## src/rtl/hazard_ctrl_if.sv

```systemverilog
// ---------------------------------------------------------------------------
// hazard_ctrl_if
//   Bundles the pipeline-side signals seen by the hazard/stall controller.
//   master : pipeline side, drives decode/EX/MEM fields and the memory ack,
//            receives the register enables and stall bookkeeping.
//   slave  : hazard controller, the mirror of master.
//   Signals
//     IDRs1, IDRs2, IDUsesRs2       decode-stage source registers
//     EXRd, EXRegWrite, EXMemRead   ID/EX destination and control
//     BranchTaken                   branch resolved taken in EX
//     MEMAccess, MemAck             EX/MEM load/store and its completion
//     PCWrite .. EXMEMWrite         PC / pipeline register controls
//     StallCount                    saturating count of PC-hold cycles
//     MemTimeout, WaitState         sticky timeout flag, FSM in MEM_WAIT
// ---------------------------------------------------------------------------
interface hazard_ctrl_if #(
  parameter int CNT_WIDTH = 16
);
  logic [2:0]           IDRs1;
  logic [2:0]           IDRs2;
  logic                 IDUsesRs2;
  logic [2:0]           EXRd;
  logic                 EXRegWrite;
  logic                 EXMemRead;
  logic                 BranchTaken;
  logic                 MEMAccess;
  logic                 MemAck;
  logic                 PCWrite;
  logic                 IFIDWrite;
  logic                 IFIDFlush;
  logic                 IDEXWrite;
  logic                 IDEXBubble;
  logic                 EXMEMWrite;
  logic [CNT_WIDTH-1:0] StallCount;
  logic                 MemTimeout;
  logic                 WaitState;

  modport master (
    output IDRs1, IDRs2, IDUsesRs2, EXRd, EXRegWrite, EXMemRead,
           BranchTaken, MEMAccess, MemAck,
    input  PCWrite, IFIDWrite, IFIDFlush, IDEXWrite, IDEXBubble, EXMEMWrite,
           StallCount, MemTimeout, WaitState
  );

  modport slave (
    input  IDRs1, IDRs2, IDUsesRs2, EXRd, EXRegWrite, EXMemRead,
           BranchTaken, MEMAccess, MemAck,
    output PCWrite, IFIDWrite, IFIDFlush, IDEXWrite, IDEXBubble, EXMEMWrite,
           StallCount, MemTimeout, WaitState
  );
endinterface

```

## src/rtl/hazard_ctrl.sv

```systemverilog
// ---------------------------------------------------------------------------
// hazard_ctrl
//   Pipeline hazard and stall controller for the 16-bit MISC-V core.
//   Handles multi-cycle data-memory stalls (released by MemAck or by a
//   MAX_WAIT timeout), taken-branch flushes and load-use bubbles, with
//   priority memory stall > branch > load-use.
//   Ports
//     CLK    core clock, all state on the rising edge
//     Reset  synchronous, active-high
//     hz     hazard_ctrl_if.slave: pipeline fields in, register controls
//            and stall bookkeeping out
//   Parameters
//     MAX_WAIT   max MEM_WAIT count before a forced release (2..255)
//     CNT_WIDTH  width of StallCount (must match the interface instance)
// ---------------------------------------------------------------------------
module hazard_ctrl #(
  parameter int MAX_WAIT  = 15,
  parameter int CNT_WIDTH = 16
) (
  input logic          CLK,
  input logic          Reset,
  hazard_ctrl_if.slave hz
);

  typedef enum logic {
    RUN      = 1'b0,
    MEM_WAIT = 1'b1
  } state_t;

  localparam logic [7:0] wait_limit = 8'(MAX_WAIT);

  state_t               state, state_nxt;
  logic [7:0]           wait_cnt, wait_cnt_nxt;
  logic                 timeout_hit;
  logic [CNT_WIDTH-1:0] stall_count;
  logic                 mem_timeout;

  logic mem_stall;
  logic load_use;
  logic pc_write, ifid_write, ifid_flush, idex_write, idex_bubble, exmem_write;

  // Memory stall: first cycle of an un-acked access in RUN, then every
  // MEM_WAIT cycle until the ack or until the wait counter reaches the limit.
  assign mem_stall = ((state == RUN)      && hz.MEMAccess && !hz.MemAck) ||
                     ((state == MEM_WAIT) && !hz.MemAck && (wait_cnt != wait_limit));

  // r0 is hardwired zero, so a load targeting it can never create a hazard.
  assign load_use = hz.EXMemRead && hz.EXRegWrite && (hz.EXRd != 3'd0) &&
                    ((hz.EXRd == hz.IDRs1) || (hz.IDUsesRs2 && (hz.EXRd == hz.IDRs2)));

  // State register plus the counters and sticky flag.
  // NOTE: reset is synchronous, so it lives inside the clocked block and is
  // only seen at a rising edge.
  always_ff @(posedge CLK) begin
    if (Reset) begin
      state       <= RUN;
      wait_cnt    <= 8'd0;
      stall_count <= '0;
      mem_timeout <= 1'b0;
    end else begin
      // NOTE: non-blocking assignments so every register samples the
      // pre-edge values, independent of statement order.
      state    <= state_nxt;
      wait_cnt <= wait_cnt_nxt;
      if (!pc_write && (stall_count != '1))
        stall_count <= stall_count + 1'b1;
      if (timeout_hit)
        mem_timeout <= 1'b1;
    end
  end

  // Next-state logic.
  always_comb begin
    // NOTE: defaults first so no path leaves a variable unassigned, which
    // would otherwise infer a latch.
    state_nxt    = state;
    wait_cnt_nxt = wait_cnt;
    timeout_hit  = 1'b0;
    case (state)
      RUN: begin
        if (hz.MEMAccess && !hz.MemAck) begin
          state_nxt    = MEM_WAIT;
          wait_cnt_nxt = 8'd1;
        end
      end
      MEM_WAIT: begin
        if (hz.MemAck) begin
          state_nxt    = RUN;
          wait_cnt_nxt = 8'd0;
        end else if (wait_cnt == wait_limit) begin
          // Forced release: the stall is already dropped this cycle.
          state_nxt    = RUN;
          wait_cnt_nxt = 8'd0;
          timeout_hit  = 1'b1;
        end else begin
          wait_cnt_nxt = wait_cnt + 8'd1;
        end
      end
    endcase
  end

  // Output logic. A branch or load-use seen during a memory stall is simply
  // held in EX and gets acted on once the stall drops.
  always_comb begin
    pc_write    = 1'b1;
    ifid_write  = 1'b1;
    ifid_flush  = 1'b0;
    idex_write  = 1'b1;
    idex_bubble = 1'b0;
    exmem_write = 1'b1;
    if (!Reset) begin
      if (mem_stall) begin
        pc_write    = 1'b0;
        ifid_write  = 1'b0;
        idex_write  = 1'b0;
        exmem_write = 1'b0;
      end else if (hz.BranchTaken) begin
        ifid_flush  = 1'b1;
        idex_bubble = 1'b1;
      end else if (load_use) begin
        pc_write    = 1'b0;
        ifid_write  = 1'b0;
        idex_bubble = 1'b1;
      end
    end
  end

  assign hz.PCWrite    = pc_write;
  assign hz.IFIDWrite  = ifid_write;
  assign hz.IFIDFlush  = ifid_flush;
  assign hz.IDEXWrite  = idex_write;
  assign hz.IDEXBubble = idex_bubble;
  assign hz.EXMEMWrite = exmem_write;
  assign hz.StallCount = stall_count;
  assign hz.MemTimeout = mem_timeout;
  assign hz.WaitState  = (state == MEM_WAIT);

endmodule

```

## src/flat_wrapper.sv

```systemverilog
// flat-port wrapper written by rule: the top's interface ports become plain ports
module hazard_ctrl_flat 
#(
  parameter int MAX_WAIT  = 15,
  parameter int CNT_WIDTH = 16
)
  (CLK, Reset, hz_IDRs1, hz_IDRs2, hz_IDUsesRs2, hz_EXRd, hz_EXRegWrite, hz_EXMemRead, hz_BranchTaken, hz_MEMAccess, hz_MemAck, hz_PCWrite, hz_IFIDWrite, hz_IFIDFlush, hz_IDEXWrite, hz_IDEXBubble, hz_EXMEMWrite, hz_StallCount, hz_MemTimeout, hz_WaitState);
  hazard_ctrl_if #(.CNT_WIDTH(CNT_WIDTH)) hz_i ();
  input logic CLK;
  input logic Reset;
  input wire logic [$bits(hz_i.IDRs1)-1:0] hz_IDRs1;
  input wire logic [$bits(hz_i.IDRs2)-1:0] hz_IDRs2;
  input wire logic [$bits(hz_i.IDUsesRs2)-1:0] hz_IDUsesRs2;
  input wire logic [$bits(hz_i.EXRd)-1:0] hz_EXRd;
  input wire logic [$bits(hz_i.EXRegWrite)-1:0] hz_EXRegWrite;
  input wire logic [$bits(hz_i.EXMemRead)-1:0] hz_EXMemRead;
  input wire logic [$bits(hz_i.BranchTaken)-1:0] hz_BranchTaken;
  input wire logic [$bits(hz_i.MEMAccess)-1:0] hz_MEMAccess;
  input wire logic [$bits(hz_i.MemAck)-1:0] hz_MemAck;
  output wire logic [$bits(hz_i.PCWrite)-1:0] hz_PCWrite;
  output wire logic [$bits(hz_i.IFIDWrite)-1:0] hz_IFIDWrite;
  output wire logic [$bits(hz_i.IFIDFlush)-1:0] hz_IFIDFlush;
  output wire logic [$bits(hz_i.IDEXWrite)-1:0] hz_IDEXWrite;
  output wire logic [$bits(hz_i.IDEXBubble)-1:0] hz_IDEXBubble;
  output wire logic [$bits(hz_i.EXMEMWrite)-1:0] hz_EXMEMWrite;
  output wire logic [$bits(hz_i.StallCount)-1:0] hz_StallCount;
  output wire logic [$bits(hz_i.MemTimeout)-1:0] hz_MemTimeout;
  output wire logic [$bits(hz_i.WaitState)-1:0] hz_WaitState;
  assign hz_i.IDRs1 = hz_IDRs1;
  assign hz_i.IDRs2 = hz_IDRs2;
  assign hz_i.IDUsesRs2 = hz_IDUsesRs2;
  assign hz_i.EXRd = hz_EXRd;
  assign hz_i.EXRegWrite = hz_EXRegWrite;
  assign hz_i.EXMemRead = hz_EXMemRead;
  assign hz_i.BranchTaken = hz_BranchTaken;
  assign hz_i.MEMAccess = hz_MEMAccess;
  assign hz_i.MemAck = hz_MemAck;
  assign hz_PCWrite = hz_i.PCWrite;
  assign hz_IFIDWrite = hz_i.IFIDWrite;
  assign hz_IFIDFlush = hz_i.IFIDFlush;
  assign hz_IDEXWrite = hz_i.IDEXWrite;
  assign hz_IDEXBubble = hz_i.IDEXBubble;
  assign hz_EXMEMWrite = hz_i.EXMEMWrite;
  assign hz_StallCount = hz_i.StallCount;
  assign hz_MemTimeout = hz_i.MemTimeout;
  assign hz_WaitState = hz_i.WaitState;
  hazard_ctrl #(.MAX_WAIT(MAX_WAIT), .CNT_WIDTH(CNT_WIDTH)) u_core (.CLK(CLK), .Reset(Reset), .hz(hz_i));
endmodule
```

## config.mk

```make
export PLATFORM = sky130hd
export DESIGN_NAME = hazard_ctrl_flat
export DESIGN_NICKNAME = d
export VERILOG_FILES = /design/src/rtl/hazard_ctrl_if.sv /design/src/rtl/hazard_ctrl.sv /design/src/flat_wrapper.sv
export SDC_FILE = /design/constraint.sdc
export NUM_CORES = 1
export LEC_CHECK = 0
export CAP_MARGIN = 20
export CORE_MARGIN = 4
export CORE_UTILIZATION = 49
export DETAILED_ROUTE_END_ITERATION = 12
export GPL_ROUTABILITY_DRIVEN = 0
export GPL_TIMING_DRIVEN = 0
export MAX_ROUTING_LAYER = met4
export PLACE_DENSITY = 0.86
export RECOVER_POWER = 25
export SYNTH_ARGS = -nofsm -noshare
export SYNTH_HDL_FRONTEND = slang
export SYNTH_SLANG_ARGS = --single-unit
```

## constraint.sdc

```tcl
create_clock -name CLK -period 2.43 [get_ports CLK]
set_clock_uncertainty 0.15 [all_clocks]
set_input_delay 0.3645 -clock CLK [delete_from_list [all_inputs] [get_ports CLK]]
set_output_delay 0.3645 -clock CLK [all_outputs]
set_load 0.005 [all_outputs]
```

==> impl_metrics.tcl <==
set metrics [dict create \
    holdWs_ns 0.355 \
    fillers 254 \
    synth.largest_area_cell "dfxtp_1" \
    die_area_um2 4310 \
    die_h_um 65.7 \
    syn_to_final_growth_pct 40.0 \
    r2r_setup_slack_ns 0.16 \
    cp_num_buf_inv 2 \
    synth-xor-area-share 0.0323 \
    yosysUniqueCellTypes 44 \
    start_util 0.521 \
    run_status "finished clean" \
    required_ns 1.92 \
    path_cells "ha_4, and3_4, a311o_1, a21o_1, buf_6, buf_6" \
    fmax_mhz 424 \
    drive_gt1_frac 0.231 \
    yosys_warnings 0 \
    path_clk_slew_ns 0.14 \
    cp_common_cell "buf_6" \
    cp-end-kind "primary output" \
    drt_wl_total_um 4220 \
    htree_levels 1 \
    syn_avg_cell_area_um2 8.62 \
    fin_crit_ns 2.36 \
    finalMaxSlewViolations 0 \
    io_buffer_count 40 \
    syn_nets 208 \
    synth_enable_flop_cells 0 \
    drv_cap 0 \
    synth_area_leaders "dfxtp_1, nor2_1, a21oi_1, mux2_1, nor2b_1" \
    cp_slowest_cell "a311o_1" \
    max_slew_margin 0.602 \
    synth_top_area_frac 0.320 \
    cts_buffers 3 \
    hold_viol_final 0 \
    hold_end "u_core.hz.MemTimeout" \
    postSynthCellCount 189 \
    core-area_um2 3130 \
    r2r_end "u_core.hz.StallCount[10]" \
    seq_area_um2 527 \
    yosys.area_share.simple 0.271 \
    track_usage 0.209 \
    finalCritPeriodShare 0.970 \
    ios 41 \
    hpwl_um 2950 \
    diodes 0 \
    worstSkewPairLatency_ns 0.32 \
    synth_flop_cell "dfxtp_1" \
    grt_pass1_vias 1532 \
    min-delay-start "u_core.hz.MemTimeout" \
    yosys_register_bits 26 \
    drc_errors 0 \
    drtAntennaViolNets 0 \
    worstRegToRegCells 9 \
    die_w_um 65.7 \
    start_kind "flip-flop" \
    clockRootBuffer "clkbuf_4" \
    async_reset_ff_frac 0 \
    reg2reg_from "u_core.wait_cnt[1]" \
    path_max_fanout 3 \
    post_dp_cell_area_um2 2080 \
    worstSetupPathType "flip-flop to primary output" \
    min-delay-path-class "flip-flop to flip-flop" \
    nNetsFinal 272 \
    drt_first_iter_violations 81 \
    antenna_found_initial 0 \
    synth_mux_area_frac 0.0868 \
    hold_depth 2 \
    stdcell_area_um2 2280 \
    arrival_ns 1.84 \
    clockBufferDepth 2 \
    syn_area_um2 1630 \
    vias 1670 \
    synth_compound_area_frac 0.223 \
    multiInputGateArea_um2 1060 \
    ir_drop_uv 201 \
    setup_viol 0 \
    seq_area_frac_synth 0.320 \
    power_mw 0.761 \
    crit_family "compound AO/OA/AOI/OAI gates" \
    overflow 0 \
    rows 20 \
    grt_start_max_net_pins 14 \
    final_util 0.729 \
    leakagePower_nw 0.898 \
    synth_fa_ha_area_frac 0.0154 \
    routed_via_density 5.66 \
    synth_top_family_by_area "simple AND/OR/NAND/NOR gates" \
    firstDrtPassIters 4 \
    slowest_delay_ns 0.40 \
    netlist_top_cells_count "dfxtp_1, nor2_1, a21oi_1, nand3_1, nor2b_1" \
    tritoncts "done" \
    max_slew.worst_pin.slew_ns 0.598 \
    grt_pass1_wl_um 7080 \
    powerDensity_nw_per_um2 334 \
    cts.sinks 26 \
    detail_route.wl_per_cell_um 14.3 \
]
[worst max path at each step]
| stage | start | to | depth (start not counted) |
|---|---|---|---|
| 2_1_floorplan | u_core.wait_cnt[0] | u_core.hz.StallCount[10] | 8 |
| 3_3_place_gp | hz_EXRd[1] | hz_PCWrite | 7 |
| 3_5_place_dp | hz_EXRd[1] | hz_PCWrite | 7 |
| 4_1_cts | u_core.wait_cnt[0] | hz_IDEXWrite | 7 |
| 5_1_grt | u_core.wait_cnt[1] | hz_PCWrite | 6 |
| 6_report | u_core.wait_cnt[1] | hz_PCWrite | 6 |
[stage by stage]
step	setup WS (ns)	cells	setup TNS (ns)
6_report	0.0720	295	0
5_1_grt	-0.000749	295	-0.000749
4_1_cts	0.0422	292	0
3_5_place_dp	-0.671	273	-4.09
3_3_place_gp	-0.661	273	-4.30
2_1_floorplan	0.215	189	0
[flip-flops by register name (all words and copies together) (netlist names)]
| signal | flops |
|---|---|
| u_core.wait_cnt | 8 |
| u_core.hz.WaitState | 1 |
| u_core.hz.StallCount | 16 |
| u_core.hz.MemTimeout | 1 |
[kinds of logic (layout without fill, tap and decap cells)]
kind of cell,after synthesis,in the layout
flops,26,26
compound gates,50,50
fa+ha+maj,2,2
xor+xnor,6,6
simple gates,78,78
mux,13,13
buf+inv,14,76
[per-layer routing]
metal	up-vias	part of all wire	track usage
met5	-	0	-
li1	827	-	-
met1	775	0.46	0.283
met2	64	0.46	0.323
met3	4	0.072	0.0308
met4	0	0.0059	0.0570
[worst register-to-register path: cells and delay by family, from the launching register on]
| family | cells | cell delay (ns) |
|---|---|---|
| DFF | 1 | 0.38 |
| muxes | 1 | 0.32 |
| adders and majority gates | 1 | 0.15 |
| AOI/OAI and AO/OA | 2 | 0.38 |
| buffers and inverters | 3 | 0.51 |
| and+or+nand+nor | 2 | 0.28 |
[repair_timing]
item	in CTS	in global routing
gates resized for setup	27	11
endpoints found under the setup margin	11	6
hold buffers	0	0
pin swaps	8	5
setup buffers	17	3
[final cells by class]
type	instances	area share
Buffer	8	0.0269
Timing Repair Buffer	60	0.236
Sequential cell	26	0.231
Inverter	5	0.00823
Tap cell	44	0.0241
Multi-Input combinational cell	149	0.464
Clock buffer	3	0.00987
[cells in the final DEF, fill, tap and decap left out, types with 4 or more instances in the layout]
| cell type | n |
|---|---|
| o211ai_1 | 6 |
| dlygate4sd2_1 | 5 |
| buf_4 | 21 |
| nand2b_1 | 5 |
| inv_1 | 5 |
| mux2i_1 | 4 |
| o21ai_0 | 4 |
| clkbuf_2 | 4 |
| nand2_1 | 5 |
| clkdlybuf4s50_1 | 18 |
| nand3_1 | 8 |
| a21oi_1 | 12 |
| a21oi_2 | 5 |
| mux2_2 | 4 |
| nor2_1 | 24 |
| dlygate4sd3_1 | 10 |
| nand4_1 | 4 |
| mux2_1 | 5 |
| a31oi_1 | 4 |
| dfxtp_1 | 23 |
| nor2b_1 | 8 |
| a21o_1 | 4 |
[power by group]
part | internal (mW) | leakage, nW | switching, mW
registers | 0.430 | 0.211 | 0.00559
logic | 0.0760 | 0.672 | 0.0658
clock network | 0.0580 | 0.0138 | 0.127
total | 0.564 | 0.898 | 0.198
Note: power is estimated with default switching activity, not from simulation.
